==> config.mk <==
export PLATFORM = sky130hd
export DESIGN_NAME = fp_sum_acc
export DESIGN_NICKNAME = d
export VERILOG_FILES = /design/src/rtl/fp_sum_pkg.sv /design/src/rtl/fp_lzc.sv /design/src/rtl/fp_sum_acc.sv
export SDC_FILE = /design/constraint.sdc
export NUM_CORES = 1
export LEC_CHECK = 0
export BUFFER_PORTS_ARGS = -buffer_cell sky130_fd_sc_hd__buf_2
export CAP_MARGIN = 40
export CELL_PAD_IN_SITES_DETAIL_PLACEMENT = 0
export CELL_PAD_IN_SITES_GLOBAL_PLACEMENT = 1
export CORE_ASPECT_RATIO = 1.4
export CORE_MARGIN = 3
export CORE_UTILIZATION = 25
export DETAILED_ROUTE_END_ITERATION = 7
export HOLD_SLACK_MARGIN = 0.03
export PLACE_DENSITY = 0.61
export RECOVER_POWER = 25
export SYNTH_ARGS = -nofsm -noshare
export SYNTH_HDL_FRONTEND = slang
export SYNTH_HIERARCHICAL = 1
export SYNTH_SLANG_ARGS = --single-unit
==> constraint.sdc <==
create_clock -name clk -period 18.73 [get_ports clk]
set_input_delay 1.873 -clock clk [delete_from_list [all_inputs] [get_ports clk]]
set_output_delay 1.873 -clock clk [all_outputs]
set_load 0.05 [all_outputs]
==> src/rtl/fp_sum_pkg.sv <==
// -----------------------------------------------------------------------------
// fp_sum_pkg
// Shared definitions for the single-precision sum accumulator (fp_sum_acc):
//   - fp_sum_state_e : controller state enumeration (also exported on dbg_state)
//   - EXP_W/MAN_W/BIAS : IEEE-754 single-precision field widths and bias
//   - MANX_W : width of the extended working mantissa
//              {carry, hidden, 23-bit fraction, 2 guard bits}
//   - canonical quiet NaN, signed infinities and signed max-finite constants
//   - fp_is_zero : true for +/-0 and for denormals (flushed to zero)
// -----------------------------------------------------------------------------
package fp_sum_pkg;

    localparam int EXP_W  = 8;
    localparam int MAN_W  = 23;
    localparam int BIAS   = 127;
    localparam int MANX_W = MAN_W + 4;

    localparam logic [31:0] FP_QNAN    = 32'h7FC0_0000;
    localparam logic [31:0] FP_POS_INF = 32'h7F80_0000;
    localparam logic [31:0] FP_NEG_INF = 32'hFF80_0000;
    localparam logic [31:0] FP_POS_MAX = 32'h7F7F_FFFF;
    localparam logic [31:0] FP_NEG_MAX = 32'hFF7F_FFFF;

    typedef enum logic [2:0] {
        IDLE    = 3'd0,
        WAIT_IN = 3'd1,
        ALIGN   = 3'd2,
        ADD     = 3'd3,
        NORM    = 3'd4,
        DONE    = 3'd5
    } fp_sum_state_e;

    // Zero exponent covers both true zeros and denormals, which are flushed.
    function automatic logic fp_is_zero(input logic [31:0] v);
        return (v[30:23] == '0);
    endfunction

endpackage

==> src/rtl/fp_lzc.sv <==
// -----------------------------------------------------------------------------
// fp_lzc
// Combinational 27-bit leading-zero counter used to normalise the sum.
// Ports:
//   val_i [26:0] : value to scan, bit 26 is the most significant
//   lz_o  [4:0]  : number of leading zeros (27 when val_i is zero)
// -----------------------------------------------------------------------------
module fp_lzc (
    input  logic [26:0] val_i,
    output logic [4:0]  lz_o
);

    // Scan from LSB upward so the highest set bit writes last and wins.
    always_comb begin
        lz_o = 5'd27;
        for (int i = 0; i < 27; i++) begin
            if (val_i[i]) begin
                lz_o = 5'(26 - i);
            end
        end
    end

endmodule

==> src/rtl/fp_sum_acc.sv <==
// -----------------------------------------------------------------------------
// fp_sum_acc
// Sequential IEEE-754 single-precision accumulator. Sums a stream of terms
// one at a time (ALIGN -> ADD -> NORM per term, truncating) and flags the
// final sum, which feeds the divider as its divisor.
//
// Parameters:
//   CNT_W       : term counter width; at most 2^CNT_W-1 terms per sum
// Ports:
//   clk         : clock, all state changes on the rising edge
//   reset       : asynchronous active-high reset
//   start       : begin a new sum (honoured only in IDLE or DONE)
//   in_valid    : in_data / in_last are valid
//   in_data     : single-precision term
//   in_last     : current term is the last of the sum
//   in_ready    : block accepts a term this cycle
//   sum         : accumulator value (meaningful while sum_valid=1)
//   sum_valid   : sum is final; held until the next start or reset
//   term_count  : terms accepted since start
//   dbg_state   : current controller state
//
// Handshake: a term transfers on a rising edge where in_valid=1 and
// in_ready=1. in_ready depends only on the state (high in WAIT_IN), never on
// in_valid; in_valid is ignored whenever in_ready=0.
//
// Build option: FP_SUM_SPECIALS_EN enables NaN/Inf handling (NaN in, Inf-Inf
// -> quiet NaN, Inf+finite -> Inf, overflow -> signed Inf). Without it,
// exponent 255 is an ordinary finite exponent and overflow saturates to the
// signed max finite value.
// -----------------------------------------------------------------------------
module fp_sum_acc
    import fp_sum_pkg::*;
#(
    parameter int CNT_W = 8
) (
    input  logic             clk,
    input  logic             reset,
    input  logic             start,
    input  logic             in_valid,
    input  logic [31:0]      in_data,
    input  logic             in_last,
    output logic             in_ready,
    output logic [31:0]      sum,
    output logic             sum_valid,
    output logic [CNT_W-1:0] term_count,
    output fp_sum_state_e    dbg_state
);

    localparam logic [CNT_W-1:0] CNT_ONE = {{(CNT_W-1){1'b0}}, 1'b1};
    localparam logic [CNT_W-1:0] CNT_MAX = {CNT_W{1'b1}};
    // Count value at which the incoming term is the last one that fits.
    localparam logic [CNT_W-1:0] CNT_PRE = CNT_MAX - CNT_ONE;

    fp_sum_state_e     state_q, state_d;
    logic [31:0]       acc_q, acc_d;
    logic [31:0]       term_q;
    logic              last_q;
    logic [CNT_W-1:0]  cnt_q;
    logic              valid_q;

    // ALIGN stage results: larger-magnitude operand and shifted smaller one.
    logic [EXP_W-1:0]  big_e_q, big_e_d;
    logic              big_s_q, big_s_d;
    logic [MAN_W+2:0]  big_m_q, big_m_d;
    logic [MAN_W+2:0]  small_m_q, small_m_d;
    logic              sub_q, sub_d;
    logic              skip_q, skip_d;

    // ADD stage result, bit 26 is the carry out of the mantissa add.
    logic [MANX_W-1:0] sum_m_q, sum_m_d;

    logic              start_ok;
    logic              accept;

    assign start_ok   = start && ((state_q == IDLE) || (state_q == DONE));
    assign accept     = in_valid && (state_q == WAIT_IN);

    assign in_ready   = (state_q == WAIT_IN);
    assign sum        = acc_q;
    assign sum_valid  = valid_q;
    assign term_count = cnt_q;
    assign dbg_state  = state_q;

    // ------------------------------------------------------------------
    // Controller
    // ------------------------------------------------------------------
    always_comb begin
        state_d = state_q;
        case (state_q)
            IDLE, DONE: if (start)    state_d = WAIT_IN;
            WAIT_IN:    if (in_valid) state_d = ALIGN;
            ALIGN:      state_d = ADD;
            ADD:        state_d = NORM;
            NORM:       state_d = last_q ? DONE : WAIT_IN;
            default:    state_d = IDLE;
        endcase
    end

    always_ff @(posedge clk or posedge reset) begin
        if (reset) begin
            state_q <= IDLE;
        end else begin
            state_q <= state_d;
        end
    end

    // ------------------------------------------------------------------
    // ALIGN: pick the larger magnitude, shift the other right.
    // ------------------------------------------------------------------
    logic [EXP_W-1:0] acc_e, trm_e, small_e, exp_diff;
    logic [MAN_W+2:0] acc_m, trm_m, small_m;
    logic [4:0]       shamt;

    always_comb begin
        acc_e = acc_q[30:23];
        trm_e = term_q[30:23];
        // Hidden bit restored; denormals flush to a zero mantissa.
        acc_m = fp_is_zero(acc_q)  ? '0 : {1'b1, acc_q[MAN_W-1:0], 2'b00};
        trm_m = fp_is_zero(term_q) ? '0 : {1'b1, term_q[MAN_W-1:0], 2'b00};

        if ({trm_e, trm_m} > {acc_e, acc_m}) begin
            big_e_d = trm_e;
            big_s_d = term_q[31];
            big_m_d = trm_m;
            small_e = acc_e;
            small_m = acc_m;
        end else begin
            big_e_d = acc_e;
            big_s_d = acc_q[31];
            big_m_d = acc_m;
            small_e = trm_e;
            small_m = trm_m;
        end

        exp_diff  = big_e_d - small_e;
        // Shifting by 26 already clears the 26-bit mantissa completely.
        shamt     = (exp_diff > 8'd26) ? 5'd26 : exp_diff[4:0];
        small_m_d = small_m >> shamt;
        sub_d     = acc_q[31] ^ term_q[31];
        skip_d    = fp_is_zero(term_q);
    end

    // ------------------------------------------------------------------
    // ADD: magnitudes are ordered, so the difference is never negative.
    // ------------------------------------------------------------------
    always_comb begin
        sum_m_d = '0;
        if (sub_q) begin
            sum_m_d = {1'b0, big_m_q} - {1'b0, small_m_q};
        end else begin
            sum_m_d = {1'b0, big_m_q} + {1'b0, small_m_q};
        end
    end

    // ------------------------------------------------------------------
    // NORM: leading-zero normalise, truncate, handle range limits.
    // ------------------------------------------------------------------
    logic [4:0]        lz;
    logic signed [9:0] new_e;
    logic [MAN_W-1:0]  res_man;
    logic [31:0]       ovf_val;

    fp_lzc u_lzc (
        .val_i (sum_m_q),
        .lz_o  (lz)
    );

    // After shifting left by lz the leading one sits at bit 26, which is one
    // place above the hidden-bit position: hence the +1 on the exponent.
    always_comb begin
        new_e   = $signed({2'b00, big_e_q}) + 10'sd1 - $signed({5'b00000, lz});
        res_man = 23'((sum_m_q << lz) >> 3);
`ifdef FP_SUM_SPECIALS_EN
        ovf_val = big_s_q ? FP_NEG_INF : FP_POS_INF;
`else
        ovf_val = big_s_q ? FP_NEG_MAX : FP_POS_MAX;
`endif
    end

`ifdef FP_SUM_SPECIALS_EN
    logic acc_nan, acc_inf, trm_nan, trm_inf;

    always_comb begin
        acc_nan = (acc_q[30:23]  == 8'hFF) && (acc_q[MAN_W-1:0]  != '0);
        acc_inf = (acc_q[30:23]  == 8'hFF) && (acc_q[MAN_W-1:0]  == '0);
        trm_nan = (term_q[30:23] == 8'hFF) && (term_q[MAN_W-1:0] != '0);
        trm_inf = (term_q[30:23] == 8'hFF) && (term_q[MAN_W-1:0] == '0);
    end
`endif

    always_comb begin
        acc_d = acc_q;
`ifdef FP_SUM_SPECIALS_EN
        // Specials live in the accumulator itself, so they stay sticky.
        if (acc_nan || trm_nan) begin
            acc_d = FP_QNAN;
        end else if (acc_inf && trm_inf && (acc_q[31] != term_q[31])) begin
            acc_d = FP_QNAN;
        end else if (acc_inf) begin
            acc_d = acc_q;
        end else if (trm_inf) begin
            acc_d = term_q;
        end else
`endif
        if (skip_q) begin
            acc_d = acc_q;
        end else if (sum_m_q == '0) begin
            acc_d = 32'h0000_0000;
        end else if (new_e <= 10'sd0) begin
            acc_d = 32'h0000_0000;
        end else if (new_e >= 10'sd255) begin
            acc_d = ovf_val;
        end else begin
            acc_d = {big_s_q, new_e[7:0], res_man};
        end
    end

    // ------------------------------------------------------------------
    // Datapath registers
    // ------------------------------------------------------------------
    always_ff @(posedge clk or posedge reset) begin
        if (reset) begin
            acc_q     <= '0;
            term_q    <= '0;
            last_q    <= 1'b0;
            cnt_q     <= '0;
            valid_q   <= 1'b0;
            big_e_q   <= '0;
            big_s_q   <= 1'b0;
            big_m_q   <= '0;
            small_m_q <= '0;
            sub_q     <= 1'b0;
            skip_q    <= 1'b0;
            sum_m_q   <= '0;
        end else begin
            if (start_ok) begin
                acc_q   <= '0;
                cnt_q   <= '0;
                valid_q <= 1'b0;
            end
            if (accept) begin
                term_q <= in_data;
                // Force completion when the counter would otherwise wrap.
                last_q <= in_last || (cnt_q == CNT_PRE);
                cnt_q  <= cnt_q + CNT_ONE;
            end
            if (state_q == ALIGN) begin
                big_e_q   <= big_e_d;
                big_s_q   <= big_s_d;
                big_m_q   <= big_m_d;
                small_m_q <= small_m_d;
                sub_q     <= sub_d;
                skip_q    <= skip_d;
            end
            if (state_q == ADD) begin
                sum_m_q <= sum_m_d;
            end
            if (state_q == NORM) begin
                acc_q <= acc_d;
                if (last_q) begin
                    valid_q <= 1'b1;
                end
            end
        end
    end

endmodule

### Word level (Yosys, flattened, before mapping)

Index checks and enable logic that the tools add are counted.

| word-level totals | value |
|---|---|
| bits of input ports | 37 |
| word-level logic and storage cells | 100 |
| register bits | 167 |

| operators by class | value |
|---|---|
| order comparisons | 4 |
| shifts and indexed selects | 2 |
| bitwise logic cells | 1 |
| add/subtract/negate cells | 6 |
| reductions and logical operators | 13 |
| equal/unequal tests | 9 |
| mux-type cells | 52 |

Operators with widths:

| operator | count |
|---|---|
| two-way mux 32 bit | 7 |
| two-way mux 26 bit | 4 |
| two-way mux 5 bit | 17 |
| > comparator 34 bit | 1 |
| two-way mux 4 bit | 8 |
| two-way mux 8 bit | 4 |
| adder 26 x 26 -> 27 bit | 1 |
| zero test 27 bit | 1 |
| two-way mux 27 bit | 1 |
| left shift 27 x 5 -> 26 bit | 1 |
| subtractor 26 x 26 -> 27 bit | 1 |
| >> shifter 26 x 5 -> 26 bit | 1 |
| zero test 8 bit | 2 |
| one-hot mux 3 bit (5 select lines) | 1 |
| >= comparator 10 x 9 -> 1 bit, second input constant | 1 |
| less-or-equal comparator 10 x 1 -> 1 bit, second input constant | 1 |
| subtractor 9 x 5 -> 10 bit | 1 |
| adder 8 x 1 -> 9 bit, second input constant | 1 |
| two-way mux 3 bit | 3 |
| adder 8 x 1 -> 8 bit, second input constant | 1 |
| == test 8 bit, second input constant | 1 |
| > comparator 8 x 5 -> 1 bit, second input constant | 1 |
| subtractor 8 bit | 1 |
| == test 3 x 2 -> 1 bit, second input constant | 2 |
| 12 further kinds | 24 |

### Logic depth before layout (Yosys ltp)

Gate-level depths: netlist of the first run.

| depth | value |
|---|---|
| word-level depth | 34 |
| gate-level depth with buffers | 32 |
| gate-level depth less buffers | 25 |

### Cells and area by module

The synthesis of the first run kept the hierarchy.

By module, submodules not included:

| module | times used | area each (um2) | cells an instance | seq. area each (um2) |
|---|---|---|---|---|
| fp_sum_acc | 1 | 12811.0 | 1634 | 4129.0 |
| fp_lzc | 1 | 277.8 | 51 | 0.0 |

### Least setup slack after synthesis of the first run

Ideal clock, no wire load.

| timing path | value |
|---|---|
| kind | flip-flop to flip-flop |
| start point | reg acc_q[24], in the netlist sum[24] |
| end point | reg small_m_q[2] |
| data arrival time | 7.028 ns |
| path buffers | 7 |
| data required time | 18.606 ns |
| cell stages (with the launch flop) | 32 |
| path slack | 11.578 ns |
| cells stage by stage | dfrtp_1 > buf_2 > nor4_1 > nand2_1 > clkbuf_1 > nand2_1 > ha_1 > nand4_1 > or3_1 > a21o_1 > nand4_1 > a21o_1 > buf_6 > clkbuf_1 > clkbuf_1 > buf_1 > mux2i_1 > ha_1 > nand2_1 > nand3_1 > a21o_1 > a221o_1 > or2_2 > a21oi_1 > o21bai_1 > a2111oi_4 > buf_6 > mux2i_1 > mux2i_1 > mux2i_1 > o22ai_1 > a211o_1 |

| between the ends | value |
|---|---|
| longest elaborated chain between the ends | 8 |
| elaborated cells between the ends (all ways) | 10 |

Ends and longest elaborated chain:

| element | RTL line | source |
|---|---|---|
| start: declaration | fp_sum_acc.sv:55 | `logic [31:0] acc_q, acc_d;` |
| start signal: assignment | fp_sum_acc.sv:223 | `acc_q <= '0;` |
| start signal: assignment | fp_sum_acc.sv:237 | `acc_q <= '0;` |
| start signal: assignment | fp_sum_acc.sv:259 | `acc_q <= acc_d;` |
| zero test 8 bit | fp_sum_pkg.sv:35 | `return (v[30:23] == '0);` |
| two-way mux 26 bit | fp_sum_acc.sv:118 | `acc_m = fp_is_zero(acc_q) ? '0 : {1'b1, acc_q[MAN_W-1:0], 2'b00};` |
| > comparator 34 bit | fp_sum_acc.sv:121 | `if ({trm_e, trm_m} > {acc_e, acc_m}) begin` |
| two-way mux 8 bit | fp_sum_acc.sv:121 |  |
| subtractor 8 bit | fp_sum_acc.sv:135 | `exp_diff = big_e_d - small_e;` |
| > comparator 8 x 5 -> 1 bit | fp_sum_acc.sv:137 | `shamt = (exp_diff > 8'd26) ? 5'd26 : exp_diff[4:0];` |
| two-way mux 5 bit | fp_sum_acc.sv:137 |  |
| >> shifter 26 x 5 -> 26 bit (*) | fp_sum_acc.sv:138 | `small_m_d = small_m >> shamt;` |
| end signal: assignment | fp_sum_acc.sv:251 | `small_m_q <= small_m_d;` |
| end: declaration | fp_sum_acc.sv:65 | `logic [MAN_W+2:0] small_m_q, small_m_d;` |

Mark *: on every way between the ends. The rest lies on a longest branch, timed or not.
A chain may end at the register's enable or synchronous reset.

### Final worst setup path of the first run

| timing path | value |
|---|---|
| start point | reg term_q[24] |
| end point | reg small_m_q[16] |

| between the ends | value |
|---|---|
| longest elaborated chain between the ends | 8 |
| elaborated cells between the ends (all ways) | 10 |

Ends and longest elaborated chain:

| element | RTL line | source |
|---|---|---|
| start: declaration | fp_sum_acc.sv:56 | `logic [31:0] term_q;` |
| start signal: assignment | fp_sum_acc.sv:242 | `term_q <= in_data;` |
| zero test 8 bit | fp_sum_pkg.sv:35 |  |
| two-way mux 26 bit | fp_sum_acc.sv:119 | `trm_m = fp_is_zero(term_q) ? '0 : {1'b1, term_q[MAN_W-1:0], 2'b00};` |
| > comparator 34 bit | fp_sum_acc.sv:121 |  |
| two-way mux 8 bit | fp_sum_acc.sv:121 |  |
| subtractor 8 bit | fp_sum_acc.sv:135 |  |
| > comparator 8 x 5 -> 1 bit | fp_sum_acc.sv:137 |  |
| two-way mux 5 bit | fp_sum_acc.sv:137 |  |
| >> shifter 26 x 5 -> 26 bit (*) | fp_sum_acc.sv:138 |  |

Marked as above.

==> results of run 1 <==
## worst max-delay path, stage by stage, from the launching register on
cell and delay, ns:
dfrtp_1 0.48, nor4_1 0.09, nand2_1 0.08, clkbuf_1 0.89
nand2_1 0.27, ha_1 0.36, nand4_1 0.11, nor4_1 0.49
and2_4 0.24, a31oi_2 0.07, a21o_2 0.24, mux2i_1 0.12
ha_1 0.24, nand2_1 0.10, nand3_1 0.09, a21o_1 0.21
a221o_1 0.36, or2_2 0.28, a21oi_1 0.16, o21bai_1 0.23
a211oi_1 0.64, nand2b_1 0.63, or3_1 0.59, a21oi_1 0.16
a21oi_1 0.10, o311ai_1 0.26
## layer usage
| metal | part of all wire | wire length [µm] | up-vias |
|---|---|---|---|
| met4 | 0.025 | 1200 | 0 |
| met3 | 0.029 | 1390 | 57 |
| met2 | 0.53 | 25000 | 271 |
| li1 | - | - | 6001 |
| met1 | 0.42 | 19800 | 5862 |
| met5 | 0 | 0 | - |
## state kept, by name, indices dropped and copies added (netlist names)
name        count
sum            32
term_q         32
sum_m_q        27
small_m_q      26
big_m_q        24
big_e_q         8
term_count      8
dbg_state       3
big_s_q         1
last_q          1
skip_q          1
sub_q           1
sum_valid       1
## final cells by class
class                      count  area, µm²  share of cell area
clock buffer                  18        429              0.0291
clock inverter                13        136             0.00926
timing repair buffer         105        596              0.0404
sequential                   165       4130               0.280
inverter                      61        230              0.0156
tap                          650        813              0.0552
multi-input combinational   1364       8390               0.570
## kinds of logic (layout without fill, tap and decap cells)
group / count (synthesis) / in the layout / synth area share
flip-flops: 165 / 165 / 0.315
buffers and inverters: 156 / 197 / 0.0474
AO/OA/AOI/OAI: 445 / 445 / 0.207
multiplexers: 93 / 93 / 0.0832
AND/OR/NAND/NOR: 692 / 692 / 0.235
XOR/XNOR: 59 / 59 / 0.0395
adder cells (fa/ha/maj): 75 / 75 / 0.0723
## worst max-delay path by stage
stage | from | endpoint | slack, ns
floorplan | sum[24] | small_m_q[2] | 11.58
global placement | term_q[27] | small_m_q[16] | 11.65
detailed placement | term_q[27] | small_m_q[12] | 11.58
CTS | term_q[28] | small_m_q[12] | 11.50
global route | term_q[24] | small_m_q[12] | 10.40
finish | term_q[24] | small_m_q[16] | 11.10
## placed cells by master, fill, tap and decap left out, drive strengths merged, types with 7 or more instances in the layout
cell type / instances
mux2: 13
nor3: 32
o22ai: 12
ha: 74
a211oi: 17
xor2: 18
nor2b: 15
mux2i: 69
and2: 31
nand3: 27
o21bai: 11
nand2: 342
a21oi: 128
clkinv: 7
a31oi: 24
buf: 99
dfrtp: 165
nand4: 15
or3: 11
o21ai: 157
nor2: 151
or2: 7
o21a: 9
clkbuf: 24
a21o: 17
nor4: 21
mux4: 11
nand2b: 13
xnor2: 41
and3: 14
a211o: 7
inv: 66
o211ai: 8
## cells in the mapped netlist (all sizes together), types with 7 or more instances
cell type	count	area (µm²)
clkbuf	70	263
o21ai	157	786
and3	14	87.6
or2	7	43.8
nor3	32	160
or3	11	68.8
o21bai	11	82.6
nand2	342	1280
a211o	7	61.3
nor2	151	567
ha	74	926
nand3	27	135
a21o	17	128
inv	60	225
buf	25	129
dfrtp	165	4130
o211ai	8	60.1
o22ai	12	75.1
xor2	18	158
o21a	9	67.6
a211oi	17	128
nor2b	15	93.8
nand2b	13	81.3
nor4	21	146
nand4	15	106
mux4	11	248
and2	31	196
mux2i	69	691
a21oi	128	644
mux2	13	150
a31oi	24	156
xnor2	41	359
## through the flow
stage / setup slack, ns / hold WS, ns
floorplan: 11.58 / 0.437
global route: 10.40 / 0.513
CTS: 11.50 / 0.484
detailed placement: 11.58 / 0.465
finish: 11.10 / 0.480
global placement: 11.65 / 0.461
==> flow_summary.toml, run 1 <==
[status]
status = "complete, but fails checks"
violations = "capacitance limit, slew limit"

[worst_setup_path]
arrival_ns = 7.99
crit_path_start_kind = "register"
ff2ff_setup_slack_ns = 11.10
crit-reg2reg-capture = "small_m_q[16]"
crit_path_max_fanout = 28
r2r_start = "term_q[24]"
worstSetupEndpointType = "register"
crit_required_ns = 19.09
crit_type = "register to register"
worst-r2r-cell-count = 25

[synthesis]
synth-edff-count = 0
synth-warning-count = 6
average_size_of_a_mapped_cell_um2 = 7.77
synth_seq_cells = 165
yosys_most_used_dff = "dfrtp_1"
syn-cell-area_um2 = 13100
post_synth_num_cell_types = 76
synth_async_sr_flop_share = 1.00
share_of_the_yosys_chip_area_belonging_to_registers = 0.315
postSynthNetCount = 1797
synthCells = 1685

[clocking]
clockBufferDepth = 2
cts_buffers = 17
postCtsSetupRepairBufs = 0
ctsRootBufferMaster = "clkbuf_16"
clk_latency_ns = 0.47
tritoncts = "done"
cts_sinks = 165
number_of_buffers_added_to_fix_hold_violations_after_cts = 0
cts-resized-gates = 0
worst_setup_hold_path_clk_slew_ns = 0.07
h-tree-depth = 4

[routing]
ant_nets_after_route = 0
drcViolationCount = 0
avgRoutedWirePerCell_um = 19.9
detail_route.vias_per_cell = 5.13
dr.pass1.iters = 6
drt_first_iter_violations = 887
drt-total-wl_um = 47400
detailroute.via_count = 12200

[timing]
timing.fmax_ghz = 0.131
period_minus_slack_ns = 7.63
setup_viol = 0
tightest_slew_ns = 2.88
fin_tns_setup_ns = 0
slew-limit-headroom = -0.921
skew_ns = 0.0153
final_slew_violations = 225
min_period_over_period = 0.407
hold_viol_final = 0
rsz_0062_raised_after_global_routing = "false"

[die]
core_area_um2 = 51400
floorplan_die_width_um = 199
die_height_um = 277
die_ar_um2 = 55200
placementRows = 98
io-pin-count = 82
floorplan.initialDensity = 0.255

[worst_hold_path]
hp-class = "register to register"
hold_path_end = "term_q[16]"
worst_min_delay_path_startpoint = "term_q[16]"
hold-path-cell-count = 2

[placement]
detailed_place_hpwl_um = 37200
number_of_buffers_added_on_ports = 81
placedInstanceArea_um2 = 14200
weighted_congestion_at_the_end_of_routability_driven_global_placement = 0.899
numPlacedInstances = 2345

[grt]
grt_pass1_vias = 12000
grt_use_met3 = 0.0215
grt_usage = 0.172
grt_most_used_layer = "met2"
grt_max_degree = 72
grt_pass1_wl_um = 73400
antenna_found_initial = 0
groute.layer.met2.usage = 0.314
globalRouteMet1Util = 0.209
grt.overflow.total = 0

[finish]
filler_cell_count = 5586
postLayoutCellArea_um2 = 14700
finalCoreUtilization = 0.287
drive_gt1_frac = 0.104
net_count_final = 1826
antenna_cells = 0
flow.area_growth_from_synthesis_pct = 12.5
final-instance-count-excl-fill = 2376

[flow_run]
max_cap_viol_count = 4
Power of run 1 is left out: the tool's default activity adds up to more than one toggle a clock period on the data nets, which glitch-free logic cannot reach.
==> inputs of run 2 (changes only) <==
Settings changed: ABC_AREA set to 1, PLACE_DENSITY 0.61 to 0.63.
Clock period 18.73 ns to 7.15 ns, I/O delays scaled along.
==> flow_summary.toml, run 2 <==
[clocking]
worst_setup_hold_path_clk_slew_ns = 0.08
tritoncts = "done"
cts_buffers = 17
cts_sinks = 165
clockBufferDepth = 2
clk_latency_ns = 0.47
number_of_buffers_added_to_fix_hold_violations_after_cts = 0
ctsRootBufferMaster = "clkbuf_16"
cts-resized-gates = 0
postCtsSetupRepairBufs = 0
h-tree-depth = 4

[finish]
flow.area_growth_from_synthesis_pct = 13.0
filler_cell_count = 5662
final-instance-count-excl-fill = 2647
net_count_final = 2096
layout_commonest_cell = "nand2_1"
drive_gt1_frac = 0.0956
mostFrequentLayoutCells = "nand2_1, inv_1, nand3_1"
antenna_cells = 0

[synthesis]
synth.most_common_cell = "nand2_1"
post_synth_num_cell_types = 56
synth_area_leader_cell = "dfrtp_1"
synth-edff-count = 0
synth-warning-count = 6
synth.cells.most_frequent = "nand2_1, inv_1, nand3_1"
postSynthNetCount = 2056
synth_async_sr_flop_share = 1.00
syn-cell-area_um2 = 13000
synth_seq_cells = 165
share_of_the_yosys_chip_area_belonging_to_registers = 0.316
synthCells = 1944
yosys-top-cells-area = "dfrtp_1, nand2_1, ha_1"
yosysTopAreaCellShare = 0.316
yosys_most_used_dff = "dfrtp_1"
average_size_of_a_mapped_cell_um2 = 6.71

[grt]
grt_max_degree = 91
grt_usage = 0.174
antenna_found_initial = 0
grt_pass1_vias = 12400
grt.overflow.total = 0
grt_pass1_wl_um = 73500

[timing]
tightest_slew_ns = 4.98
period_minus_slack_ns = 5.89
rsz_0062_raised_after_global_routing = "false"
final_slew_violations = 154
timing.fmax_ghz = 0.170
setup_viol = 0
hold_viol_final = 0
min_period_over_period = 0.824
fin_tns_setup_ns = 0
worst_slack_ns = 1.26
slew-limit-headroom = -2.32
skew_ns = 0.0163

[worst_setup_path]
ff2ff_setup_slack_ns = 1.26
r2r_start = "term_q[27]"
timing.critical_path.from = "term_q[27]"
critPathTopFamily = "simple AND/OR/NAND/NOR gates"
worstSetupEndpointType = "register"
cp.depth = 31
worst_path_most_repeated_cell = "nand2_1"
crit_type = "register to register"
arrival_ns = 6.29
crit_slowest_cell = "nor2_2"
crit_required_ns = 7.55
critical_path_buf_inv_count = 4
cpPeakStageDelay_ns = 0.68
crit-reg2reg-capture = "small_m_q[0]"
crit_path_start_kind = "register"
worst-r2r-cell-count = 31
timing.critical_path.to = "small_m_q[0]"
crit_path_max_fanout = 42

[flow_run]
max_cap_viol_count = 2

[status]
status = "complete, but fails checks"
violations = "capacitance limit, slew limit"

[placement]
post-place-ws_ns = 1.25
number_of_buffers_added_on_ports = 81
detailed_place_hpwl_um = 38400
numPlacedInstances = 2615
weighted_congestion_at_the_end_of_routability_driven_global_placement = 0.897

[routing]
drt_first_iter_violations = 811
dr.pass1.iters = 5
ant_nets_after_route = 0
drcViolationCount = 0
detail_route.vias_per_cell = 4.87
detailroute.via_count = 12900
avgRoutedWirePerCell_um = 18.0
drt-total-wl_um = 47500

[die]
floorplan_die_width_um = 199
floorplan.initialDensity = 0.254
die_height_um = 276
placementRows = 98
die_ar_um2 = 55000
io-pin-count = 82
core_area_um2 = 51400

[worst_hold_path]
hp-class = "primary input to async pin"
==> run 2: cell count changes in the layout (fill, tap and decap cells not counted), sizes merged, moves of 15 or more <==
cell   delta
xnor2    -34
and2     -31
nand3   +160
nand2   +174
a21oi    -43
nor2b    -15
a21o     -15
inv     +185
mux2i    -54
o21ai    +48
==> run 2: logic make-up after synthesis <==
group                      synth area share
AOI/OAI and AO/OA                     0.170
muxes                                0.0115
xor gates and xnor gates             0.0248
and+or+nand+nor                       0.302
buffers and inverters                 0.102
DFF                                   0.316
adders and majority gates            0.0725
==> run 2: worst min path at each step <==
stage,startpoint,end,slack (ns)
CTS,reset,big_s_q,0.15
global route,reset,big_s_q,0.31
floorplan,term_q[0],term_q[0],0.45
detailed placement,sum_valid,sum_valid,0.49
finish,reset,sum[17],0.26
global placement,sum_valid,sum_valid,0.48
==> run 2: through the flow <==
stage / hold WS [ns] / area (µm²) / utilization
2_1_floorplan: 0.449 / 13000 / -
3_3_place_gp: 0.477 / 14100 / 0.274
3_5_place_dp: 0.489 / 14100 / 0.275
4_1_cts: 0.149 / 14800 / 0.288
5_1_grt: 0.312 / 14700 / 0.287
6_report: 0.260 / 14700 / 0.287
==> run 2: worst register-to-register path: cells and delay by family (launching register included) <==
| family | cells | cell delay (ns) |
|---|---|---|
| buffers and inverters | 4 | 1.04 |
| AND/OR/NAND/NOR | 25 | 3.90 |
| flip-flops | 1 | 0.43 |
| adder cells (fa/ha/maj) | 2 | 0.45 |
==> run 2: layer usage <==
metal | track usage | vias to the layer above | part of all wire
li1 | - | 6527 | -
met1 | 0.204 | 6017 | 0.41
met2 | 0.324 | 291 | 0.53
met3 | 0.0202 | 52 | 0.029
met4 | 0.0541 | 0 | 0.028
met5 | 0 | - | 0
==> run 2: layout make-up <==
class | count | area, µm² | share of cell area
inverters | 249 | 950 | 0.0644
repair buffers | 106 | 597 | 0.0405
clock inverters | 14 | 214 | 0.0145
well taps | 650 | 813 | 0.0552
flip-flops and latches | 165 | 4130 | 0.280
multi-input cells | 1445 | 7600 | 0.516
clock buffers | 18 | 439 | 0.0298
Power of run 2 is left out for the same reason.
